## src/rtl/codec_intf_if.sv

```systemverilog
// Signal bundle between codec_intf and its surroundings (codec pins plus equalizer core samples).
// The master modport is the codec_intf view; the slave modport is the codec/core view.
interface codec_intf_if;
  logic        SDout;
  logic [15:0] lft_out;
  logic [15:0] rht_out;
  logic        MCLK;
  logic        SCLK;
  logic        LRCLK;
  logic        RSTn;
  logic        SDin;
  logic [15:0] lft_in;
  logic [15:0] rht_in;
  logic        valid;

  modport master (
    input  SDout, lft_out, rht_out,
    output MCLK, SCLK, LRCLK, RSTn, SDin, lft_in, rht_in, valid
  );

  modport slave (
    output SDout, lft_out, rht_out,
    input  MCLK, SCLK, LRCLK, RSTn, SDin, lft_in, rht_in, valid
  );
endinterface

```

## src/rtl/codec_intf.sv

```systemverilog
// I2S codec interface: one 10-bit frame counter derives MCLK/SCLK/LRCLK, holds the codec
// in reset for one frame, deserializes ADC samples and serializes DAC samples.
module codec_intf (
  input  logic         clk,
  input  logic         rst_n,
  codec_intf_if.master bus
);

  typedef enum logic {
    CODEC_HOLD = 1'b0,
    CODEC_RUN  = 1'b1
  } codec_state_t;

  codec_state_t state_q, state_d;

  logic [9:0]  cnt_q, cnt_d;
  logic [31:0] rx_q, rx_d;
  logic [31:0] tx_q, tx_d;
  logic [15:0] lft_in_q, lft_in_d;
  logic [15:0] rht_in_q, rht_in_d;
  logic        valid_q, valid_d;

  logic rise_evt;
  logic fall_evt;
  logic frame_cap;
  logic tx_load;
  logic hold_done;

  assign rise_evt  = (cnt_q[4:0] == 5'h0F);
  assign fall_evt  = (cnt_q[4:0] == 5'h1F);
  assign frame_cap = (cnt_q == 10'h00F);
  assign tx_load   = (cnt_q == 10'h01F);
  assign hold_done = (cnt_q == 10'h3FF);

  always_ff @(posedge clk or negedge rst_n) begin
    if (!rst_n) begin
      state_q  <= CODEC_HOLD;
      cnt_q    <= '0;
      rx_q     <= '0;
      tx_q     <= '0;
      lft_in_q <= '0;
      rht_in_q <= '0;
      valid_q  <= 1'b0;
    end else begin
      state_q  <= state_d;
      cnt_q    <= cnt_d;
      rx_q     <= rx_d;
      tx_q     <= tx_d;
      lft_in_q <= lft_in_d;
      rht_in_q <= rht_in_d;
      valid_q  <= valid_d;
    end
  end

  always_comb begin
    state_d  = state_q;
    cnt_d    = cnt_q + 10'd1;
    rx_d     = rx_q;
    tx_d     = tx_q;
    lft_in_d = lft_in_q;
    rht_in_d = rht_in_q;
    valid_d  = 1'b0;

    // Codec stays in reset for one full frame so it sees MCLK before release.
    if (state_q == CODEC_HOLD && hold_done) begin
      state_d = CODEC_RUN;
    end

    if (rise_evt) begin
      rx_d = {rx_q[30:0], bus.SDout};
    end

    // The capture uses the word including this edge's shift: the right LSB arrives now.
    if (frame_cap) begin
      lft_in_d = rx_d[31:16];
      rht_in_d = rx_d[15:0];
      valid_d  = (state_q == CODEC_RUN);
    end

    if (tx_load) begin
      tx_d = {bus.lft_out, bus.rht_out};
    end else if (fall_evt) begin
      tx_d = {tx_q[30:0], 1'b0};
    end
  end

  assign bus.MCLK   = cnt_q[1];
  assign bus.SCLK   = cnt_q[4];
  assign bus.LRCLK  = cnt_q[9];
  assign bus.RSTn   = (state_q == CODEC_RUN);
  assign bus.SDin   = tx_q[31];
  assign bus.lft_in = lft_in_q;
  assign bus.rht_in = rht_in_q;
  assign bus.valid  = valid_q;

endmodule

```

## src/flat_wrapper.sv

```systemverilog
// flat-port wrapper written by rule: the top's interface ports become plain ports
module codec_intf_flat 
  (clk, rst_n, bus_SDout, bus_lft_out, bus_rht_out, bus_MCLK, bus_SCLK, bus_LRCLK, bus_RSTn, bus_SDin, bus_lft_in, bus_rht_in, bus_valid);
  codec_intf_if bus_i ();
  input  logic clk;
  input  logic rst_n;
  input wire logic [$bits(bus_i.SDout)-1:0] bus_SDout;
  input wire logic [$bits(bus_i.lft_out)-1:0] bus_lft_out;
  input wire logic [$bits(bus_i.rht_out)-1:0] bus_rht_out;
  output wire logic [$bits(bus_i.MCLK)-1:0] bus_MCLK;
  output wire logic [$bits(bus_i.SCLK)-1:0] bus_SCLK;
  output wire logic [$bits(bus_i.LRCLK)-1:0] bus_LRCLK;
  output wire logic [$bits(bus_i.RSTn)-1:0] bus_RSTn;
  output wire logic [$bits(bus_i.SDin)-1:0] bus_SDin;
  output wire logic [$bits(bus_i.lft_in)-1:0] bus_lft_in;
  output wire logic [$bits(bus_i.rht_in)-1:0] bus_rht_in;
  output wire logic [$bits(bus_i.valid)-1:0] bus_valid;
  assign bus_i.SDout = bus_SDout;
  assign bus_i.lft_out = bus_lft_out;
  assign bus_i.rht_out = bus_rht_out;
  assign bus_MCLK = bus_i.MCLK;
  assign bus_SCLK = bus_i.SCLK;
  assign bus_LRCLK = bus_i.LRCLK;
  assign bus_RSTn = bus_i.RSTn;
  assign bus_SDin = bus_i.SDin;
  assign bus_lft_in = bus_i.lft_in;
  assign bus_rht_in = bus_i.rht_in;
  assign bus_valid = bus_i.valid;
  codec_intf u_core (.clk(clk), .rst_n(rst_n), .bus(bus_i));
endmodule
```

## config.mk

```make
export PLATFORM = sky130hd
export DESIGN_NAME = codec_intf_flat
export DESIGN_NICKNAME = d
export VERILOG_FILES = /design/src/rtl/codec_intf_if.sv /design/src/rtl/codec_intf.sv /design/src/flat_wrapper.sv
export SDC_FILE = /design/constraint.sdc
export NUM_CORES = 1
export LEC_CHECK = 0
export ABC_AREA = 1
export CAP_MARGIN = 20
export CORE_MARGIN = 4
export CORE_UTILIZATION = 30
export DETAILED_ROUTE_END_ITERATION = 7
export PLACE_DENSITY = 0.53
export SKIP_CTS_REPAIR_TIMING = 1
export SYNTH_ARGS = -nofsm -noshare
export SYNTH_HDL_FRONTEND = slang
export SYNTH_SLANG_ARGS = --single-unit
```

## constraint.sdc

```tcl
create_clock -name clk -period 2.3 [get_ports clk]
set_input_delay 0.46 -clock clk [delete_from_list [all_inputs] [get_ports clk]]
set_output_delay 0.46 -clock clk [all_outputs]
set_load 0.1 [all_outputs]
```

==> implementation parameters, run 1 <==
Parameter                              Value

GRT
  Via count of the first global-routing pass    between 3000 and 4000
  Total congestion overflow    0
  Pin count of the biggest net entering global routing    51
  Number of antenna violations at the first check in global routing    0
  First-pass GRT wire length    18510 µm
  Total global-route track usage    12.44%

Power
  Leakage    0.003299 µW
  Sw frac    23.11%
  Worst-case vdd ir drop    0.0003605 V
  Relative contribution of combinational cells to total power    approximately 4.5%
  Power Total    between 3000 and 4000 µW
  Seq pwr share    about 54%
  Portion of total power attributed to the clock network    between 40% and 50%
  Power per standard cell area    a little under 600 mW/mm²
  Design internal power    2786 µW
  Total net switching power    between 800 and 900 µW

Yosys
  Dominant cell by count in the synthesized netlist    nand2_1
  Netlist Area Pre-Place    around 0.0050 mm²
  Yosys warning count    0
  Cell type contributing the most total cell area after synthesis    dfrtp_1
  Primary flip-flop cell chosen by synthesis mapping    dfrtp_1
  Part of the Yosys area used for sequential elements    54.28%
  Gate Count Post-Synth    about 600
  Average size of a mapped cell    8.284 µm²
  Yosys top cell area share    a little over half
  Async SR Flop Fraction    100.0%
  Number of enable flip-flop cells after synthesis    0
  Number of library cell types mapped by synthesis    20
  Total of flip-flops plus latches after synthesis    approximately 110
  Commonest cells in the synthesized netlist    nand2_1 (234), dfrtp_1 (108), inv_1 (76)
  Dominant cells by area after synthesis    dfrtp_1 (54%), nand2_1 (18%), nand3_1 (6.7%)
  Synthesized Nets    640

Floorplanning
  Area of the core    between 0.015 and 0.02 mm²
  Die H    roughly 140 µm
  Die W    roughly 140 µm
  Die area    around 0.019 mm²
  Starting Density    between 30% and 40%
  Site Rows    46
  I/O Pins    73

Setup path
  Highest fanout seen on the critical path    30
  R2R depth    9
  Reg2reg setup slack    approximately 0.41 ns
  Worst Setup Start Kind    flip-flop
  CP endpoint kind    flip-flop
  Critical path arrival    approximately 2.2 ns
  Required time worst endpoint    roughly 2.6 ns
  Worst setup path category    flip-flop to flip-flop

STA
  Final setup violation count    0
  Final critical-path share of the clock period    82.05%
  Pin slew with the least headroom to its limit    around 0.56 ns
  Remaining max-slew budget at the tightest pin    between 60% and 70%
  Setup_tns    0 ns
  Clock period minus worst slack    about 1.9 ns
  Achievable clock frequency    0.5299 GHz
  Setup repair after global routing missed its margin    false
  Pins over their slew limit    0
  Number of hold-slack violations in the final timing report    0
  Maximum clock skew at final layout    roughly 0.0075 ns

Clocking
  Clock latency at the later pin of the worst-skew pair    between 0.3 and 0.4 ns
  Maximum level of the CTS H-tree    3
  Clock Sinks    between 100 and 150
  Master cell of the clock root buffer    clkbuf_16
  TritonCTS Buffers    9
  Register clock-pin slew on the reported worst setup and hold paths    approximately 0.07 ns
  Number of buffers on the longest clock path    2
  CTS tree    yes

Routing
  Number of optimization iterations in the first detailed-route pass    4
  Antenna viol nets, final    0
  Final wirelength    approximately 11000 µm
  WL/cell    ~12 µm
  Number of DRC violations after detailed routing    0
  DRT iter0 DRCs    about 140
  Vias per cell    approximately 4.3
  Total vias in the final route    between 3000 and 4000

Finish
  Ant. Diodes    0
  Post-route core utilization    about two fifths
  Fillers    roughly 1600
  Area added between synthesis and finish    22.90%
  Net total in the final layout    705
  Fraction of layout instances using a drive strength above 1    about 14%
  Non-Filler Cell Area, Final    a little over 0.006 mm²

Job
  Number of max-cap violations    0

Place
  Number of I/O port buffers    between 70 and 80
  Final HPWL from detailed placement    6956 µm
  Placer congestion estimate    roughly 0.75
  Total cell area at the placement stage    0.005834 mm²

Min path
  Class of the tightest hold or removal check    input port to asynchronous set/reset pin

Run status
  Run status    complete, no violations
[sequential cells by signal, indices dropped and copies added, names as in the netlist]
| register | cells |
|---|---|
| u_core.bus.RSTn | 1 |
| u_core.bus.lft_in | 16 |
| u_core.bus.rht_in | 16 |
| u_core.bus.valid | 1 |
| u_core.cnt_q | 10 |
| u_core.rx_q | 32 |
| u_core.tx_q | 32 |
[worst max-delay path, stage by stage, from the launching register on]
cell and delay (ns):
dfrtp_2 0.41, ha_1 0.23, nand3_2 0.13, inv_1 0.09, ha_1 0.19, inv_1 0.05, buf_4 0.30, nand2_1 0.07
and2_1 0.16, o21ai_1 0.14
[routing by layer]
layer / track usage (%) / vias up / wire length, µm
li1: - / 1958 / -
met1: 16.46 / 1754 / 5258
met2: 19.47 / 59 / 4733
met3: 3.897 / 10 / 589
met4: 3.991 / 0 / 118
met5: 0 / - / 0
[logic make-up (layout without fill, tap and decap cells)]
logic type | Yosys count | count (layout) | synth area share (%)
simple gates | 345 | 345 | 29.83
compound gates | 32 | 32 | 4.725
buf+inv | 107 | 176 | 9.274
xor+xnor | 5 | 5 | 0.8796
flops | 108 | 108 | 54.28
fa+ha+maj | 4 | 4 | 1.005
[final timing paths]
| kind | from | endpoint |
|---|---|---|
| hold reg to reg | u_core.cnt_q[0] | u_core.cnt_q[0] |
| setup reg to reg | u_core.cnt_q[1] | u_core.bus.rht_in[11] |
| setup / recovery | u_core.cnt_q[1] | u_core.bus.rht_in[11] |
| min in group clk | u_core.cnt_q[0] | u_core.cnt_q[0] |
| max in group asynchronous | rst_n | u_core.bus.lft_in[1] |
| hold / removal | rst_n | u_core.rx_q[24] |
[layout make-up]
class	count	area [µm²]	share of cell area, %
clock inverters	5	45.04	0.7362
repair buffers	85	758.2	12.39
clock buffers	10	239.0	3.906
multi-input cells	386	1817	29.69
flip-flops and latches	108	2704	44.19
inverters	76	285.3	4.663
well taps	216	270.3	4.417
[power groups by stage]
stage | clock network, µW | logic, µW | registers [µW]
floorplan | 0 | 39.4 | 1990
global placement | 0 | 165 | 1980
detailed placement | 0 | 167 | 1980
CTS | 1590 | 168 | 1940
global route | 1650 | 183 | 1950
finish | 1520 | 162 | 1940
[cells in the final DEF (no fill, tap or decap), drive strengths merged]
cell type,instances
nand3b,1
o21ai,32
nand2,235
inv,79
clkbuf,10
clkinv,2
nor2,6
dfrtp,108
nor3,3
buf,52
ha,4
xor2,5
nand3,68
and2,32
clkdlybuf4s50,33
[metrics by stage]
stage	instances	setup slack [ns]	hold WS, ns
2_1_floorplan	601	0.09278	0.1644
3_3_place_gp	871	0.4429	0.4346
3_5_place_dp	871	0.3948	0.4418
4_1_cts	886	0.3716	0.08888
5_1_grt	886	0.1848	0.1230
6_report	886	0.4128	0.08419
Note: power is estimated with default switching activity, not from simulation.
==> run 2, diff against run 1 <==
PLACE_DENSITY = 0.55   (was 0.53)
clock period = 1.6 ns   (was 2.3 ns; I/O delays follow)
==> run 2 against run 1 <==
Effect of this change: critical endpoint is now u_core.bus.lft_in[11]; the flow now finishes with violations (negative setup slack); global-route usage down 0.49 points; sequential power grew 44%; register-to-register slack worse by 0.44 ns; die area did not move; fmax increased by 16%.
==> implementation parameters, run 2 (synthesis gave the netlist of run 1 again) <==
Parameter                              Value

Routing
  Antenna viol nets, final    0 (unchanged)
  Number of DRC violations after detailed routing    0 (unchanged)
  Vias per cell    4.346 (was 4.267)
  WL/cell    12.06 µm (was 12.08 µm)
  Final wirelength    10880 µm (was 10700 µm)
  Number of optimization iterations in the first detailed-route pass    4 (unchanged)
  Total vias in the final route    3920 (was 3781)
  DRT iter0 DRCs    297 (was 143)

Power
  Power per standard cell area    758.4 mW/mm² (was 592.2 mW/mm²)
  Sw frac    22.33% (was 23.11%)
  Design internal power    4188 µW (was 2786 µW)
  Total net switching power    1204 µW (was 837.6 µW)
  Portion of total power attributed to the clock network    43.5% (was 41.9%)
  Worst-case vdd ir drop    0.0004669 V (was 0.0003605 V)
  Seq pwr share    51.9% (was 53.7%)
  Relative contribution of combinational cells to total power    4.6% (was 4.5%)
  Leakage    0.003645 µW (was 0.003299 µW)
  Power Total    5392 µW (was 3623 µW)

Finish
  Most common library cell in the layout ignoring fill and taps    nand2_1 (unchanged)
  Ant. Diodes    0 (unchanged)
  Fraction of layout instances using a drive strength above 1    27.41% (was 13.88%)
  Net total in the final layout    720 (was 705)
  Area added between synthesis and finish    42.80% (was 22.90%)
  Fillers    1514 (was 1642)
  Top Registers    u_core.rx_q: 32 flops, u_core.tx_q: 32 flops (unchanged)
  Area of the multi-input gates    0.002019 mm² (was 0.001817 mm²)
  Top library cells by usage in the layout, fill and taps aside    nand2_1 (218), dfrtp_1 (105), nand3_1 (67) (was nand2_1 (233), dfrtp_1 (107), inv_1 (76))
  Non-Filler Cell Area, Final    0.007109 mm² (was 0.006118 mm²)
  Area taken by flip-flops and latches    0.002711 mm² (was 0.002704 mm²)
  Final std cells w/o fill    902 (was 886)

Setup path
  Worst-path cell chain    ha_4, nand3_4, inv_4, ha_4, inv_8, buf_12, nand2_2, and2_4, o21ai_2 (was ha_1, nand3_2, inv_1, ha_1, inv_1, buf_4, nand2_1, and2_1, o21ai_1)
  Cell with the biggest individual delay on the critical path    dfrtp_4 (was dfrtp_2)
  CP endpoint kind    flip-flop (unchanged)
  Largest incremental delay on the critical path    0.49 ns (was 0.41 ns)
  Worst setup path category    flip-flop to flip-flop (unchanged)
  Worst Setup Start Kind    flip-flop (unchanged)
  Critical path arrival    1.90 ns (was 2.16 ns)
  Required time worst endpoint    1.87 ns (was 2.57 ns)
  R2R depth    9 (unchanged)
  Highest fanout seen on the critical path    8 (was 30)
  Cell repeated most along the worst path    ha_4

Floorplanning
  Die W    136.8 µm (unchanged)
  Site Rows    46 (unchanged)
  Die H    136.8 µm (unchanged)
  Area of the core    0.01606 mm² (unchanged)
  Die area    0.01872 mm² (unchanged)
  Starting Density    31.00% (unchanged)
  I/O Pins    73 (unchanged)

Place
  Placer congestion estimate    0.7439 (was 0.7503)
  Total cell area at the placement stage    0.006573 mm² (was 0.005834 mm²)
  Final HPWL from detailed placement    7432 µm (was 6956 µm)
  Number of I/O port buffers    72 (unchanged)
  Placed instance count    880 (was 871)

Run status
  Run status    finished with violations (was complete, no violations)
  Failing checks    negative setup slack

Clocking
  Clock latency at the later pin of the worst-skew pair    0.34 ns (was 0.35 ns)
  TritonCTS Buffers    9 (unchanged)
  Clock Sinks    108 (unchanged)
  Number of buffers on the longest clock path    2 (unchanged)
  Register clock-pin slew on the reported worst setup and hold paths    0.08 ns (was 0.07 ns)
  Master cell of the clock root buffer    clkbuf_16 (unchanged)
  CTS tree    yes (unchanged)
  Maximum level of the CTS H-tree    3 (unchanged)

STA
  Remaining max-slew budget at the tightest pin    76.48% (was 62.29%)
  Final critical-path share of the clock period    101.8% (was 82.05%)
  Final setup violation count    14 (was 0)
  Pins over their slew limit    0 (unchanged)
  Maximum clock skew at final layout    0.007871 ns (was 0.007546 ns)
  Number of hold-slack violations in the final timing report    0 (unchanged)
  Slack of the critical path    -0.02921 ns (was 0.4128 ns)
  Setup repair after global routing missed its margin    true (was false)
  Tightest hold margin    0.4232 ns (was 0.08419 ns)
  Pin slew with the least headroom to its limit    0.3528 ns (was 0.5613 ns)
  Clock period minus worst slack    1.629 ns (was 1.887 ns)
  Achievable clock frequency    0.6138 GHz (was 0.5299 GHz)

GRT
  First-pass GRT wire length    18110 µm (was 18510 µm)
  Pin count of the biggest net entering global routing    45 (was 51)
  Total global-route track usage    11.95% (was 12.44%)
  Number of antenna violations at the first check in global routing    0 (unchanged)
  Via count of the first global-routing pass    3851 (was 3782)
  Total congestion overflow    0 (unchanged)

Min path
  Class of the tightest hold or removal check    input port to asynchronous set/reset pin (unchanged)

Job
  Number of max-cap violations    0 (unchanged)
[run 2: cell types whose count changed in the layout (fill, tap and decap cells not counted), moves of 3 or more]
cell	before	now
nand2_4	0	3
inv_2	0	20
ha_1	4	1
o21ai_1	12	4
nand2_1	233	218
inv_1	76	54
ha_4	0	3
buf_4	49	13
buf_12	3	49
and2_1	32	2
nand2_2	2	14
o21ai_2	20	28
and2_4	0	30
[run 2: layout make-up]
type / instances / share of cell area [%]
clock buffers: 10 / 3.361
multi-input cells: 386 / 28.41
clock inverters: 6 / 1.162
well taps: 216 / 3.801
repair buffers: 100 / 20.98
flip-flops and latches: 108 / 38.14
inverters: 76 / 4.153
[run 2: per-stage QoR]
| step | utilization, % | setup WS (ns) | TNS, ns |
|---|---|---|---|
| floorplan | - | -0.1041 | -6.897 |
| global placement | 40.93 | 0.04341 | 0 |
| detailed placement | 40.93 | 0.006005 | 0 |
| CTS | 42.93 | -0.005791 | -0.01378 |
| global route | 44.27 | -0.08856 | -1.676 |
| finish | 44.27 | -0.02921 | -0.1367 |
[run 2: worst max-delay path, delay by kind of cell, from the launching register on]
family / cells / cell delay (ns)
flip-flops: 1 / 0.49
AO/OA/AOI/OAI: 1 / 0.13
adder cells (fa/ha/maj): 2 / 0.35
AND/OR/NAND/NOR: 3 / 0.30
buffers and inverters: 3 / 0.29
[run 2: routing by layer]
metal	wire length [µm]	vias to the layer above	share of wire [%]	global-route usage (%)
li1	-	1985	-	-
met1	5029	1861	46	15.41
met2	5241	62	48	19.66
met3	417	12	3.8	2.647
met4	190	0	1.7	4.545
met5	0	-	0	0
[run 2: path summary, 6_finish.rpt]
kind / endpoint / start / slack, ns
setup reg to reg: u_core.bus.lft_in[11] / u_core.cnt_q[1] / -0.03
setup / recovery: u_core.bus.lft_in[11] / u_core.cnt_q[1] / -0.03
max in group asynchronous: u_core.cnt_q[1] / rst_n / 0.61
min in group clk: u_core.cnt_q[8] / u_core.cnt_q[8] / 0.50
hold reg to reg: u_core.cnt_q[8] / u_core.cnt_q[8] / 0.50
hold / removal: u_core.bus.rht_in[5] / rst_n / 0.42
[run 2: power groups by stage]
stage	registers, µW	logic, µW	clock network (µW)
floorplan	2860	59.3	0
global placement	2850	247	0
detailed placement	2850	253	0
CTS	2800	254	2440
global route	2800	276	2560
finish	2800	246	2350
==> run 3, diff against run 2 <==
MAX_ROUTING_LAYER = met4   (was default)
==> run 3 against run 2 <==
Effect of this change: the flow still finishes with violations (negative setup slack); routed wire length stayed put; count of clock-buffer cells in the layout stayed put; via count is 0.26% lower.
==> implementation parameters, run 3 (synthesis gave the netlist of run 1 again) <==
Parameter                              Value

STA
  Final setup violation count    12 (was 14)
  Pins over their slew limit    0 (unchanged)
  Setup repair after global routing missed its margin    true (unchanged)
  Maximum clock skew at final layout    0.007860 ns (was 0.007871 ns)
  Tightest hold margin    0.4225 ns (was 0.4232 ns)
  Achievable clock frequency    0.6164 GHz (was 0.6138 GHz)
  Number of hold-slack violations in the final timing report    0 (unchanged)
  Clock period minus worst slack    1.622 ns (was 1.629 ns)
  Remaining max-slew budget at the tightest pin    76.53% (was 76.48%)
  Final critical-path share of the clock period    101.4% (was 101.8%)
  Slack of the critical path    -0.02235 ns (was -0.02921 ns)
  Pin slew with the least headroom to its limit    0.3521 ns (was 0.3528 ns)

Setup path
  Worst reg2reg path startpoint    u_core.cnt_q[1] (unchanged)
  Critical path startpoint    u_core.cnt_q[1] (unchanged)
  CP endpoint kind    flip-flop (unchanged)
  R2R depth    9 (unchanged)
  Reg2reg setup slack    -0.02 ns (was -0.03 ns)
  Critical path arrival    1.90 ns (about the same)
  Worst Setup Start Kind    flip-flop (unchanged)
  Worst setup path category    flip-flop to flip-flop (unchanged)
  Required time worst endpoint    1.87 ns (about the same)
  Highest fanout seen on the critical path    8 (unchanged)
  Terminus of the critical flop-to-flop path    u_core.bus.rht_in[1] (was u_core.bus.lft_in[11])

Routing
  Final wirelength    10880 µm (unchanged)
  DRT iter0 DRCs    314 (was 297)
  Total vias in the final route    3910 (was 3920)
  WL/cell    12.06 µm (unchanged)
  Vias per cell    4.335 (was 4.346)
  Antenna viol nets, final    0 (unchanged)
  Number of optimization iterations in the first detailed-route pass    4 (unchanged)
  Number of DRC violations after detailed routing    0 (unchanged)

Place
  Total cell area at the placement stage    0.006573 mm² (unchanged)
  Number of I/O port buffers    72 (unchanged)
  Worst setup timing slack at the placement stage    0.006005 ns (unchanged)
  Final HPWL from detailed placement    7432 µm (unchanged)
  Placer congestion estimate    0.7532 (was 0.7439)

Finish
  Most common library cell in the layout ignoring fill and taps    nand2_1 (unchanged)
  Post-route core utilization    44.23% (was 44.27%)
  Area taken by flip-flops and latches    0.002711 mm² (unchanged)
  Top Registers    u_core.rx_q: 32 flops, u_core.tx_q: 32 flops (unchanged)
  Area added between synthesis and finish    42.65% (was 42.80%)
  Fraction of layout instances using a drive strength above 1    26.97% (was 27.41%)
  Fillers    1513 (was 1514)
  Ant. Diodes    0 (unchanged)
  Top library cells by usage in the layout, fill and taps aside    nand2_1 (221), dfrtp_1 (105), nand3_1 (67) (was nand2_1 (218), dfrtp_1 (105), nand3_1 (67))
  Net total in the final layout    720 (unchanged)
  Non-Filler Cell Area, Final    0.007102 mm² (was 0.007109 mm²)
  Area of the multi-input gates    0.002012 mm² (was 0.002019 mm²)

GRT
  Number of antenna violations at the first check in global routing    0 (unchanged)
  Total congestion overflow    0 (unchanged)
  First-pass GRT wire length    18100 µm (was 18110 µm)
  Via count of the first global-routing pass    3852 (was 3851)
  Total global-route track usage    12.29% (was 11.95%)
  Pin count of the biggest net entering global routing    45 (unchanged)

Floorplanning
  Die W    136.8 µm (unchanged)
  Site Rows    46 (unchanged)
  I/O Pins    73 (unchanged)
  Starting Density    31.00% (unchanged)
  Die H    136.8 µm (unchanged)
  Area of the core    0.01606 mm² (unchanged)
  Die area    0.01872 mm² (unchanged)

Power
  Design internal power    4188 µW (about the same)
  Leakage    0.003643 µW (was 0.003645 µW)
  Total net switching power    1204 µW (about the same)
  Worst-case vdd ir drop    0.0004662 V (was 0.0004669 V)
  Sw frac    22.33% (about the same)
  Relative contribution of combinational cells to total power    4.6% (about the same)
  Portion of total power attributed to the clock network    43.6% (was 43.5%)
  Seq pwr share    51.9% (about the same)
  Power per standard cell area    759.3 mW/mm² (was 758.4 mW/mm²)

Run status
  Run status    finished with violations (unchanged)
  Failing checks    negative setup slack (unchanged)

Clocking
  Maximum level of the CTS H-tree    3 (unchanged)
  Register clock-pin slew on the reported worst setup and hold paths    0.07 ns (was 0.08 ns)
  Clock latency at the later pin of the worst-skew pair    0.34 ns (about the same)
  Master cell of the clock root buffer    clkbuf_16 (unchanged)
  TritonCTS Buffers    9 (unchanged)
  Clock Sinks    108 (unchanged)
  CTS tree    yes (unchanged)
  Number of buffers on the longest clock path    2 (unchanged)

Min path
  Class of the tightest hold or removal check    input port to asynchronous set/reset pin (unchanged)

Job
  Number of max-cap violations    0 (unchanged)
run 3: cell counts in the layout (fill, tap and decap cells not counted):
No cell type changed its count.
run 3: layout make-up:
cell class	count	area share (%)
Sequential cell	108	38.18
Tap cell	216	3.805
Inverter	76	4.158
Clock inverter	6	1.163
Clock buffer	10	3.365
Multi-Input combinational cell	386	28.33
Timing Repair Buffer	100	21.00
run 3: worst max-delay path, cell delays in order, from the launching register on:
cell and delay (ns):
dfrtp_4 0.49, ha_4 0.17, nand3_4 0.11, inv_4 0.06
ha_4 0.18, inv_8 0.09, buf_12 0.14, nand2_1 0.07
and2_4 0.15, o21ai_2 0.10
run 3: worst max path at each step:
stage / to / slack, ns / depth (start not counted)
floorplan: u_core.bus.rht_in[6] / -0.10 / 9
global route: u_core.bus.rht_in[6] / -0.08 / 9
finish: u_core.bus.rht_in[1] / -0.02 / 9
CTS: u_core.bus.rht_in[1] / -0.006 / 9
detailed placement: u_core.bus.lft_in[11] / 0.006 / 9
global placement: u_core.tx_q[29] / 0.04 / 9
run 3: power by group through the flow:
stage                     sequential, µW  clock [µW]  combinational (µW)
final                               2800        2350                 246
after global routing                2800        2560                 276
after CTS                           2800        2440                 254
after detailed placement            2850           0                 253
after global placement              2850           0                 247
after floorplan                     2860           0                59.3
run 3: layer usage:
metal	part of all wire, %	vias up	track usage (%)
li1	-	1988	-
met1	47	1855	15.43
met2	48	55	19.66
met3	3.4	12	2.610
met4	1.7	0	4.545
met5	0	-	-
run 3: through the flow:
step	TNS [ns]	total power [µW]	instances
5_1_grt	-1.645	5642	902
2_1_floorplan	-6.897	2923	601
6_report	-0.1151	5392	902
4_1_cts	-0.01378	5490	896
3_3_place_gp	0	3096	880
3_5_place_dp	0	3104	880
